===== src/rtl/ll_fifo_drain.sv =====
// Pop-side reader for the shared linked-list FIFO: round-robin grant over non-empty enabled queues,
// feeding a 2-entry in-order buffer that drives a valid/ready downstream port.
module ll_fifo_drain #(
    parameter  int WIDTH     = 8,
    parameter  int NUM_FIFOS = 2,
    localparam int SEL_WIDTH = $clog2(NUM_FIFOS)
) (
    input  logic                 clk,
    input  logic                 rst,
    input  logic [NUM_FIFOS-1:0] empty,
    input  logic [WIDTH-1:0]     ll_data,
    input  logic [NUM_FIFOS-1:0] enable,
    output logic                 pop,
    output logic [SEL_WIDTH-1:0] pop_sel,
    output logic                 m_valid,
    input  logic                 m_ready,
    output logic [WIDTH-1:0]     m_data,
    output logic [SEL_WIDTH-1:0] m_sel,
    output logic                 busy
);

    localparam logic [SEL_WIDTH:0] NUM_W = (SEL_WIDTH+1)'(NUM_FIFOS);

    // Modulo-NUM_FIFOS add; NUM_FIFOS need not be a power of two, so the wrap is explicit.
    function automatic logic [SEL_WIDTH-1:0] wrap_add(input logic [SEL_WIDTH-1:0] base,
                                                      input logic [SEL_WIDTH:0]   offset);
        logic [SEL_WIDTH:0] sum;
        sum = {1'b0, base} + offset;
        if (sum >= NUM_W) begin
            sum = sum - NUM_W;
        end
        return sum[SEL_WIDTH-1:0];
    endfunction

    logic [NUM_FIFOS-1:0] cand;
    logic [SEL_WIDTH-1:0] rr_ptr;
    logic [SEL_WIDTH-1:0] grant;
    logic [SEL_WIDTH-1:0] cand_idx;
    logic                 grant_valid;

    logic [1:0]           count;
    logic [WIDTH-1:0]     data0;
    logic [WIDTH-1:0]     data1;
    logic [SEL_WIDTH-1:0] sel0;
    logic [SEL_WIDTH-1:0] sel1;
    logic                 accept;
    logic                 room;

    assign cand = ~empty & enable;

    // Scan from the farthest offset back to rr_ptr so the nearest candidate wins.
    always_comb begin
        grant_valid = 1'b0;
        grant       = rr_ptr;
        cand_idx    = rr_ptr;
        for (int i = NUM_FIFOS - 1; i >= 0; i--) begin
            cand_idx = wrap_add(rr_ptr, (SEL_WIDTH+1)'(i));
            if (cand[cand_idx]) begin
                grant_valid = 1'b1;
                grant       = cand_idx;
            end
        end
    end

    assign m_valid = (count != 2'd0);
    assign m_data  = data0;
    assign m_sel   = sel0;
    assign accept  = m_valid & m_ready;
    assign room    = (count < 2'd2) | accept;
    assign pop     = grant_valid & room & rst;
    assign pop_sel = grant;
    assign busy    = m_valid | (|cand);

    always_ff @(posedge clk or negedge rst) begin
        if (!rst) begin
            count  <= 2'd0;
            rr_ptr <= '0;
        end else begin
            if (pop) begin
                rr_ptr <= wrap_add(grant, (SEL_WIDTH+1)'(1));
            end
            case ({pop, accept})
                2'b10:   count <= count + 2'd1;
                2'b01:   count <= count - 2'd1;
                default: count <= count;
            endcase
        end
    end

    // Slot 0 is always the head; slot 1 only ever holds the word behind it.
    always_ff @(posedge clk or negedge rst) begin
        if (!rst) begin
            data0 <= '0;
            sel0  <= '0;
            data1 <= '0;
            sel1  <= '0;
        end else begin
            if (accept && count == 2'd2) begin
                data0 <= data1;
                sel0  <= sel1;
            end else if (pop && (count == 2'd0 || (count == 2'd1 && accept))) begin
                data0 <= ll_data;
                sel0  <= grant;
            end
            if (pop && ((count == 2'd1 && !accept) || (count == 2'd2 && accept))) begin
                data1 <= ll_data;
                sel1  <= grant;
            end
        end
    end

    a_pop_nonempty: assert property (@(posedge clk) disable iff (!rst) pop |-> !empty[pop_sel]);
    a_pop_enabled:  assert property (@(posedge clk) disable iff (!rst) pop |-> enable[pop_sel]);
    a_count_range:  assert property (@(posedge clk) disable iff (!rst) count <= 2'd2);

endmodule


===== config.mk =====
export PLATFORM = sky130hd
export DESIGN_NAME = ll_fifo_drain
export DESIGN_NICKNAME = d
export VERILOG_FILES = /design/src/rtl/ll_fifo_drain.sv
export SDC_FILE = /design/constraint.sdc
export NUM_CORES = 1
export LEC_CHECK = 0
export BUFFER_PORTS_ARGS = -buffer_cell sky130_fd_sc_hd__buf_2
export CAP_MARGIN = 20
export CORE_MARGIN = 2
export CORE_UTILIZATION = 30
export DETAILED_ROUTE_END_ITERATION = 8
export GPL_ROUTABILITY_DRIVEN = 0
export PLACE_DENSITY = 0.53
export SYNTH_ARGS = -nofsm -noshare
export SYNTH_HDL_FRONTEND = slang
export SYNTH_SLANG_ARGS = --single-unit

===== constraint.sdc =====
create_clock -name clk -period 3.4 [get_ports clk]
set_input_delay 0.34 -clock clk [delete_from_list [all_inputs] [get_ports clk]]
set_output_delay 0.34 -clock clk [all_outputs]
set_load 0.005 [all_outputs]

Word-level counts from Yosys, hierarchy flattened
Cells that the tools add are included.
Widths: inputs -> output; s select.

word-level totals
  bits in registers = 21
  latch bits = 0
  bits in writable memories = 0
  bits in read-only memories = 0
  memories kept = 0

operators by class
  $add $sub $neg = 7
  $mul = 0
  divide/modulo/power cells = 0
  order comparisons = 6
  equality and inequality tests = 4
  shifts and indexed selects = 0
  multiplexer cells = 16
  bitwise operators = 7
  reduce and logical (&&, ||, !) cells = 13

operators by type and width
  cell                 number
  $mux 8               2
  $mux 1               13
  $reduce_bool 2->1    3
  $logic_and 1x1->1    5
  $add 1x1->2 const B  2
  $eq 2x1->1 const B   2
  $eq 2x2->1 const B   2
  $ge 2x2->1 const B   2
  $lt 1x2->1 const B   2
  $pmux 2 s2           1
  $and 1x1->1          3
  $sub 1x1->1 const B  3
  $add 2x1->2 const B  1
  $and 2x2->2          1
  $ge 1x2->1 const B   1
  $logic_not 2->1      1
  $logic_or 1x1->1     2
  $lt 2x2->1 const B   1
  $not 2->2            1
  $or 1x1->1           2
  $reduce_or 2->1      1
  $sub 2x1->2 const B  1
  $logic_not 1->1      1

Longest topological paths before layout
Gate-level depths: netlist (run 1).

  depth in word-level cells = 12
  depth in mapped cells = 8
  gate-level depth less buffers = 8

Worst setup path before layout (run 1)
No wires, ideal clock.

  kind = flip-flop to flip-flop
  from = register count[1]
  to = register data1[0]
  library setup time = 125 ps
  data arrival time = 1706 ps
  data required time = 3275 ps
  path slack = 1569 ps
  cell stages (with the launch flop) = 8
  buffers on the path = 0
  clock period less this slack = 1831 ps
  cell sequence = dfrtp_1 > inv_1 > ha_1 > nand2b_4 > inv_1 > nand2_1 > a21oi_2 > mux2_2

between the ends
  cells in the longest elaborated chain, start to end = 6

ends and longest elaborated chain
  item                                              line     RTL
  start, declared                                   41       logic [1:0] count;
  start signal, assigned                            83       2'b10: count <= count + 2'd1;
  start signal, assigned                            84       2'b01: count <= count - 2'd1;
  start signal, assigned                            85       default: count <= count;
  $reduce_bool 2->1                                 65       assign m_valid = (count != 2'd0);
  $and 1x1->1                                       68       assign accept = m_valid & m_ready;
  $or 1x1->1 or $logic_not 1->1 (tied branches)     69, 105
  $and 1x1->1 or $logic_and 1x1->1 (tied branches)  70, 105
  $and 1x1->1 or $logic_or 1x1->1 (tied branches)   70, 105
  $logic_and 1x1->1 (*)                             105      if (pop && ((count == 2'd1 && !accept) || (count == 2'd2 && accept))) begin
  end signal, assigned                              106      data1 <= ll_data;
  end, declared                                     43       logic [WIDTH-1:0] data1;

Every way passes the cells marked *; elsewhere a longest branch is shown, timed or not.
A chain may end at the register's enable or synchronous reset.

Worst setup path after layout (run 1)
  from = register count[1]
  to = register sel1

between the ends
  cells in the longest elaborated chain, start to end = 6

ends and longest elaborated chain
  item                                              line     RTL
  $reduce_bool 2->1                                 65
  $and 1x1->1                                       68
  $or 1x1->1 or $logic_not 1->1 (tied branches)     69, 105
  $and 1x1->1 or $logic_and 1x1->1 (tied branches)  70, 105
  $and 1x1->1 or $logic_or 1x1->1 (tied branches)   70, 105
  $logic_and 1x1->1 (*)                             105
  end signal, assigned                              107      sel1 <= grant;
  end, declared                                     45       logic [SEL_WIDTH-1:0] sel1;

Marked as above.

==> run_results.csv, run 1 <==
group,metric,value,unit
timing,finalHoldViolCount,0,
logic_synthesis,postSynthAreaPerCell,13.9,um2
finish,instances_no_fill,155,
placed_design,dp_cells,150,
min_path,whs_endpoint,"data1[5]",
die,core_area,3390,um2
logic_synthesis,synth.net_count,96,
grt,overflow,0,
routing,drc,0,
timing,worstMarginPinSlew,587,ps
routing,firstDrtPassIters,4,
timing,setup_tns,0,ps
timing,clock.fmax,0.416,GHz
timing,slew_viol_final,0,
placed_design,hpwl,1470,um
logic_synthesis,yosysWarnings,0,
die,floorplan.die_area,4070,um2
min_path,hp-class,"in2reg",
finish,final_cell_mix,"27 x mux2_2, 27 x buf_2, 21 x dfrtp_1",
die,core.rowCount,21,
grt,grt_max_degree,14,
routing,vias,678,
grt,first_global_vias,683,
logic_synthesis,synthesis.area,1070,um2
setup_path,reg2reg_from,"count[1]",
clocking,cts-root-buf,"clkbuf_4",
timing,relSlewSlack,0.607,
pwr,power_per_cell_area,762,nW/um2
routing,wl_per_cell,12.3,um
finish,antenna_cells,0,
die,die_y,63.8,um
setup_path,end_kind,"register",
die,top_level_ports,28,
clocking,tritoncts,"yes",
logic_synthesis,synth_top_area_share,0.490,
clocking,h-tree-depth,1,
timing,period_share,0.707,
min_path,worstHoldStart,"ll_data[5]",
finish,area_delta_synth_final,21.0,%
finish,nFillCells,329,
setup_path,regToRegSetupSlack,1000,ps
logic_synthesis,ys_ff_latch,21,
clocking,cts_resized,0,
setup_path,critPathMaxFanout,11,
routing,vias_per_cell,4.37,
placed_design,io_buffer_count,27,
placed_design,postPlaceCellArea,1260,um2
logic_synthesis,synthTopCellsByArea,"dfrtp_1 49%, mux2_2 28%, ha_1 4.7%, o311ai_4 2.4%, inv_1 2.1%",
clocking,clk_latency,300,ps
timing,clock_skew,4.54,ps
finish,drive_gt1_frac,0.606,
logic_synthesis,yosysTopAreaCell,"dfrtp_1",
routing,ant_nets,0,
min_path,hold_path_depth,2,
clocking,numCtsBuffers,3,
pwr,ir_drop,231,uV
pwr,power_leakage,0.604,nW
logic_synthesis,netlist_instances,77,
finish,layout.nets,129,
setup_path,regToRegEndpoint,"sel1",
die,initial_utilization,0.317,
die,dieWidth,63.8,um
timing,rsz0062_at_grt,"no",
routing,drt-initial-drc-count,13,
setup_path,required,3590,ps
clocking,clk_pin_slew,110,ps
timing,min_period,2400,ps
logic_synthesis,ys_seq_area_frac,0.490,
logic_synthesis,synth_cell_types,20,
clocking,clockBufferDepth,2,
outcome,status,"finished clean",
clocking,cts_sinks,21,
setup_path,start_kind,"register",
timing,finalSetupViolCount,0,
job,max_cap_violations,0,
grt,antenna_found_initial,0,
finish,design_area,1300,um2
grt,gr-usage-all-layers,0.0979,
setup_path,ff2ff_path_depth,7,
setup_path,worst_ep_arrival_time,2600,ps
setup_path,crit_type,"reg2reg",
routing,routed_wl,1900,um
grt,grt_pass1_wl,3110,um
[sequential cells by signal (all words and copies together), names as in the netlist]
signal,count
sel1,1
data1,8
count,2
m_sel,1
m_data,8
rr_ptr,1
[layer usage]
layer  routed length, um  share of wire  track usage
met5                   0              0            0
met4                  15         0.0079       0.0245
met3                  78          0.041       0.0299
met2                 892           0.47        0.152
met1                 915           0.48        0.132
[report_power, final]
group,internal [mW],total (mW),switching [mW]
clock,0.0457,0.118,0.0724
combinational,0.253,0.427,0.174
sequential,0.377,0.445,0.0679
[worst max-delay path: stages, from the launching register on]
cell and delay (ps):
dfrtp_1 470, inv_1 110, ha_1 210, nand2b_4 150, inv_1 90, nand2_1 320
a21oi_2 560, mux2_2 390
[layout make-up]
cell class / count / area [um2] / share of cell area
inverter: 6 / 22.5 / 0.0173
multi-input combinational: 49 / 514 / 0.396
tap: 46 / 57.6 / 0.0443
sequential: 21 / 526 / 0.405
timing repair buffer: 29 / 153 / 0.118
clock buffer: 4 / 26.3 / 0.0202
[per-stage QoR]
| stage | setup WS (ps) | power, mW | util | hold slack (ps) |
|---|---|---|---|---|
| after global routing | 801 | 1.07 | 0.383 | 265 |
| after CTS | 954 | 1.01 | 0.383 | 267 |
| after global placement | 1070 | 0.871 | 0.372 | 229 |
| final | 998 | 0.990 | 0.383 | 279 |
| after detailed placement | 987 | 0.885 | 0.372 | 227 |
| after floorplan | 1570 | 0.749 | - | 44.4 |
[what timing repair did]
action,CTS,global route
setup buffers,0,0
hold endpoints to repair,8,0
hold buffers,1,0
[cell usage after synthesis, drive strengths merged]
cell type,number
ha,4
mux2,27
o311ai,1
and2b,2
or2b,1
xnor2,2
a21oi,2
nand2,2
nand2b,1
or3,1
mux2i,1
buf,1
maj3,1
dfrtp,21
o2111ai,1
o21ai,2
nand3,1
inv,6
[worst max path at each step]
stage	depth (start not counted)	start	endpoint
6_report	7	count[1]	sel1
5_1_grt	7	count[1]	data1[0]
4_1_cts	7	count[1]	sel1
3_5_place_dp	7	count[1]	data1[2]
3_3_place_gp	7	count[1]	data1[0]
2_1_floorplan	7	count[1]	data1[0]
[logic make-up after synthesis]
group / Yosys count / share of synthesized area
mux: 28 / 0.293
flops: 21 / 0.490
simple gates: 8 / 0.0548
buf+inv: 7 / 0.0315
compound gates: 6 / 0.0583
fa+ha+maj: 5 / 0.0571
xor+xnor: 2 / 0.0163
Note: power is estimated with default switching activity, not from simulation.
==> inputs of run 2 (changes only) <==
Settings changed: PLACE_DENSITY 0.53 to 0.55.
Clock period 3.4 ns to 2.2 ns, I/O delays scaled along.
==> run 2 against run 1 <==
Effect of this change:
- via count grew 1.5%
- largest cell class unchanged
- clock skew rose by 1.7 ps
- sequential power increased by 51%
- critical path depth shrank 2
- register-to-register slack got worse by 680 ps
- worst setup slack worse by 710 ps
- flip-flop and latch count stayed put
- global-route usage grew 1.1 points
- core utilization increased by 1.1 points
- cell area is 3.0% higher
==> run_results.csv, run 2 (synthesis results as in run 1) <==
group,metric,value,unit
routing,routed_wl,2020,um
setup_path,cpMaxStageDelayCell,"o311ai_4",
timing,clock_skew,6.25,ps
routing,firstDrtPassIters,3,
timing,relSlewSlack,0.598,
clocking,cts-root-buf,"clkbuf_4",
setup_path,required,2390,ps
die,top_level_ports,28,
grt,grt_pass1_wl,3530,um
clocking,post_cts_buffers,0,
setup_path,crit_cells,5,
die,core.rowCount,21,
finish,final_cell_mix,"27 x mux2_2, 27 x buf_2, 21 x dfrtp_1",
setup_path,worst_ep_arrival_time,2100,ps
routing,ant_nets,0,
outcome,status,"finished clean",
pwr,power_leakage,0.631,nW
timing,min_period,1910,ps
die,dieWidth,63.8,um
finish,area_delta_synth_final,24.6,%
die,floorplan.die_area,4070,um2
timing,setup_tns,0,ps
setup_path,ff2ff_path_depth,9,
clocking,numCtsBuffers,3,
setup_path,critPathMaxFanout,12,
clocking,clk_latency,300,ps
setup_path,cp_top_family,"buffers and inverters",
routing,vias_per_cell,4.30,
clocking,clockBufferDepth,2,
finish,nFillCells,330,
min_path,hold_path_depth,2,
finish,antenna_cells,0,
grt,grt_max_degree,13,
pwr,internal_power,1.07,mW
pwr,power_per_cell_area,1170,nW/um2
die,initial_utilization,0.317,
setup_path,end_kind,"register",
pwr,ir_drop,421,uV
routing,wl_per_cell,12.6,um
job,max_cap_violations,0,
setup_path,crit_buf_inv,2,
min_path,hp-class,"in2reg",
placed_design,postPlaceCellArea,1300,um2
grt,antenna_found_initial,0,
clocking,tritoncts,"yes",
timing,worstMarginPinSlew,602,ps
placed_design,io_buffer_count,27,
finish,layout.nets,134,
timing,clock.fmax,0.524,GHz
grt,overflow,0,
routing,drt-initial-drc-count,4,
pwr,switching_share,0.320,
setup_path,crit_type,"in2reg",
die,core_area,3390,um2
finish,drive_gt1_frac,0.632,
timing,period_share,0.867,
timing,timing.hold.ws,158,ps
setup_path,cp_cell_sequence,"dlygate4sd3_1, buf_2, o21ai_2, o311ai_4, mux2_2",
pwr,p_comb_frac,0.453,
clocking,clk_pin_slew,120,ps
clocking,cts_sinks,21,
timing,slew_viol_final,0,
timing,finalSetupViolCount,0,
setup_path,start_kind,"input pin",
grt,first_global_vias,792,
finish,design_area,1340,um2
clocking,h-tree-depth,1,
timing,rsz0062_at_grt,"no",
pwr,clkPwrFrac,0.119,
pwr,p_seq_frac,0.428,
placed_design,hpwl,1590,um
grt,gr-usage-all-layers,0.109,
setup_path,critical_path.max_stage_delay,540,ps
timing,finalHoldViolCount,0,
routing,vias,688,
routing,drc,0,
pwr,power.switching,0.502,mW
die,die_y,63.8,um
-- run 2: worst paths after layout --
kind                             from       end  slack [ps]
min in group asynchronous         rst  data1[2]         300
hold / removal             ll_data[2]  data1[2]         160
max in group asynchronous         rst      sel1        1440
hold reg to reg              count[0]  count[0]         510
setup / recovery                  rst     m_sel         290
setup reg to reg             count[0]  data1[3]         320
-- run 2: what timing repair did --
action / 4_1_cts / 5_1_grt
hold endpoints to repair: 9 / 0
gates resized for setup: 0 / 0
hold buffers: 1 / 0
-- run 2: layout make-up --
| class | count | area [um2] | share of cell area |
|---|---|---|---|
| Clock inverter | 1 | 5.00 | 0.00374 |
| Timing Repair Buffer | 34 | 190 | 0.142 |
| Inverter | 6 | 22.5 | 0.0168 |
| Tap cell | 46 | 57.6 | 0.0430 |
| Sequential cell | 21 | 526 | 0.393 |
| Clock buffer | 3 | 22.5 | 0.0168 |
| Multi-Input combinational cell | 49 | 514 | 0.384 |
-- run 2: worst register-to-register path, cell delays in order, from the launching register on --
cell and delay [ps]:
dfrtp_1 400, inv_1 70, ha_1 210, nand2b_4 150, inv_1 80, nand2_1 80, buf_4 160, a21oi_2 140
buf_4 160, mux2_2 330
-- run 2: per-stage QoR --
step / util / setup WS [ps] / total power [mW] / cells
floorplan: - / 369 / 1.16 / 77
global placement: 0.384 / 393 / 1.38 / 155
detailed placement: 0.384 / 323 / 1.41 / 155
CTS: 0.395 / 251 / 1.60 / 160
global route: 0.395 / 182 / 1.71 / 160
finish: 0.395 / 292 / 1.57 / 160
-- run 2: per-layer routing --
metal | global-route usage | part of all wire | vias up
met5 | 0 | 0 | -
met4 | 0.0408 | 0.0084 | 0
met3 | 0.0176 | 0.029 | 2
met2 | 0.189 | 0.50 | 9
met1 | 0.134 | 0.47 | 333
li1 | - | - | 344
-- run 2: power by group through the flow --
stage	sequential [mW]	combinational [mW]	clock (mW)
after floorplan	0.688	0.469	0
after global placement	0.676	0.707	0
after detailed placement	0.685	0.722	0
after CTS	0.676	0.728	0.196
after global routing	0.705	0.790	0.213
final	0.672	0.712	0.186
==> inputs of run 3 (changes only) <==
Settings changed: CORE_UTILIZATION 30 to 55, PLACE_DENSITY 0.55 to 0.86.
Clock period 2.2 ns to 2.38 ns, I/O delays scaled along.
==> run 3 against run 2 <==
Effect of this change:
- cell count decreased by 14%
- critical endpoint is now m_data[7]
- highest routed layer unchanged
- sequential share of layout area increased by 1.3 points
- global-route usage increased by 7.7 points
- power decreased by 8.6%
- critical path depth increased by 3
- largest power group is now registers
==> run_results.csv, run 3 (synthesis results as in run 1) <==
group,metric,value,unit
outcome,status,"finished clean",
setup_path,critPathMaxFanout,6,
finish,antenna_cells,0,
job,max_cap_violations,0,
die,die_y,48.2,um
setup_path,ff2ff_path_depth,8,
finish,area_delta_synth_final,20.7,%
grt,gr-usage-all-layers,0.186,
min_path,hp-class,"in2reg",
timing,period_share,0.885,
finish,final_util,0.727,
grt,grt_max_degree,15,
setup_path,crit_type,"reg2reg",
setup_path,crit_buf_inv,3,
die,initial_utilization,0.602,
clocking,cts-root-buf,"clkbuf_4",
timing,slew_viol_final,0,
grt,antenna_found_initial,0,
timing,setup_tns,0,ps
finish,drive_gt1_frac,0.625,
clocking,clockBufferDepth,2,
grt,overflow,0,
routing,drc,0,
setup_path,required,2570,ps
timing,min_period,2110,ps
routing,routed_wl,1850,um
clocking,numCtsBuffers,3,
die,floorplan.die_area,2320,um2
timing,relSlewSlack,0.637,
die,core_area,1780,um2
finish,final_cell_mix,"27 x mux2_2, 27 x buf_2, 21 x dfrtp_1",
routing,drt-initial-drc-count,4,
timing,clock_skew,12.8,ps
setup_path,cpMaxStageDelayCell,"dfrtp_1",
die,top_level_ports,28,
clocking,cts_resized,0,
setup_path,worst_ep_arrival_time,2290,ps
placed_design,io_buffer_count,27,
timing,timing.hold.ws,167,ps
clocking,post_cts_buffers,0,
clocking,clk_pin_slew,120,ps
setup_path,cp_top_family,"multiplexers",
routing,wl_per_cell,13.5,um
die,core.rowCount,15,
pwr,ir_drop,684,uV
timing,finalHoldViolCount,0,
pwr,total_power,1.43,mW
clocking,h-tree-depth,1,
setup_path,crit_cells,8,
clocking,cts_sinks,21,
setup_path,end_kind,"register",
setup_path,start_kind,"register",
grt,first_global_vias,707,
routing,vias_per_cell,5.20,
routing,firstDrtPassIters,3,
clocking,tritoncts,"yes",
setup_path,regToRegSetupSlack,270,ps
routing,ant_nets,0,
finish,layout.nets,132,
grt,grt_pass1_wl,2920,um
placed_design,hpwl,1480,um
clocking,hold_buffers,1,
pwr,power_leakage,0.622,nW
setup_path,cp_cell_sequence,"inv_1, ha_1, nand2b_4, inv_1, nand2_1, buf_4, mux2_2, mux2_2",
clocking,clk_latency,310,ps
min_path,hold_path_depth,2,
timing,rsz0062_at_grt,"no",
die,dieWidth,48.2,um
routing,vias,713,
timing,finalSetupViolCount,0,
pwr,power_per_cell_area,1110,nW/um2
timing,clock.fmax,0.475,GHz
setup_path,critical_path.max_stage_delay,460,ps
timing,worstMarginPinSlew,543,ps
==> run 3: cell count changes in the layout (fill, tap and decap cells not counted), sizes merged <==
| cell | change |
|---|---|
| buf | -2 |
==> run 3: routing by layer <==
metal / wire length [um] / GRT usage / part of all wire / vias to the layer above
met3: 67 / 0.0407 / 0.036 / 4
met5: 0 / 0 / 0 / -
met2: 963 / 0.321 / 0.52 / 16
li1: - / - / - / 343
met1: 799 / 0.218 / 0.43 / 350
met4: 23 / 0.0865 / 0.012 / 0
==> run 3: stage by stage <==
step           worst slack [ps]  cell area (um2)  instances
2_1_floorplan               549             1070         77
3_3_place_gp                359             1260        132
3_5_place_dp                299             1260        132
4_1_cts                     276             1300        137
5_1_grt                     139             1300        137
6_report                    274             1300        137
==> run 3: final cells by class <==
type	instances	area (um2)
Sequential cell	21	526
Tap cell	25	31.3
Clock inverter	1	5.00
Inverter	6	22.5
Multi-Input combinational cell	49	514
Fill cell	131	487
Timing Repair Buffer	32	175
Clock buffer	3	22.5
==> run 3: worst paths after layout <==
kind / startpoint / end
min in group asynchronous: rst / data1[5]
worst max register to register: count[1] / m_data[7]
worst min register to register: m_data[0] / m_data[0]
max in group asynchronous: rst / data1[6]
worst max-delay path: count[1] / m_data[7]
worst min-delay path: ll_data[0] / data1[0]
==> run 3: where the power goes <==
part / leakage (nW) / internal (mW) / switching, mW
Combinational: 0.353 / 0.372 / 0.256
Clock: 0.0177 / 0.0627 / 0.106
Sequential: 0.252 / 0.538 / 0.0997
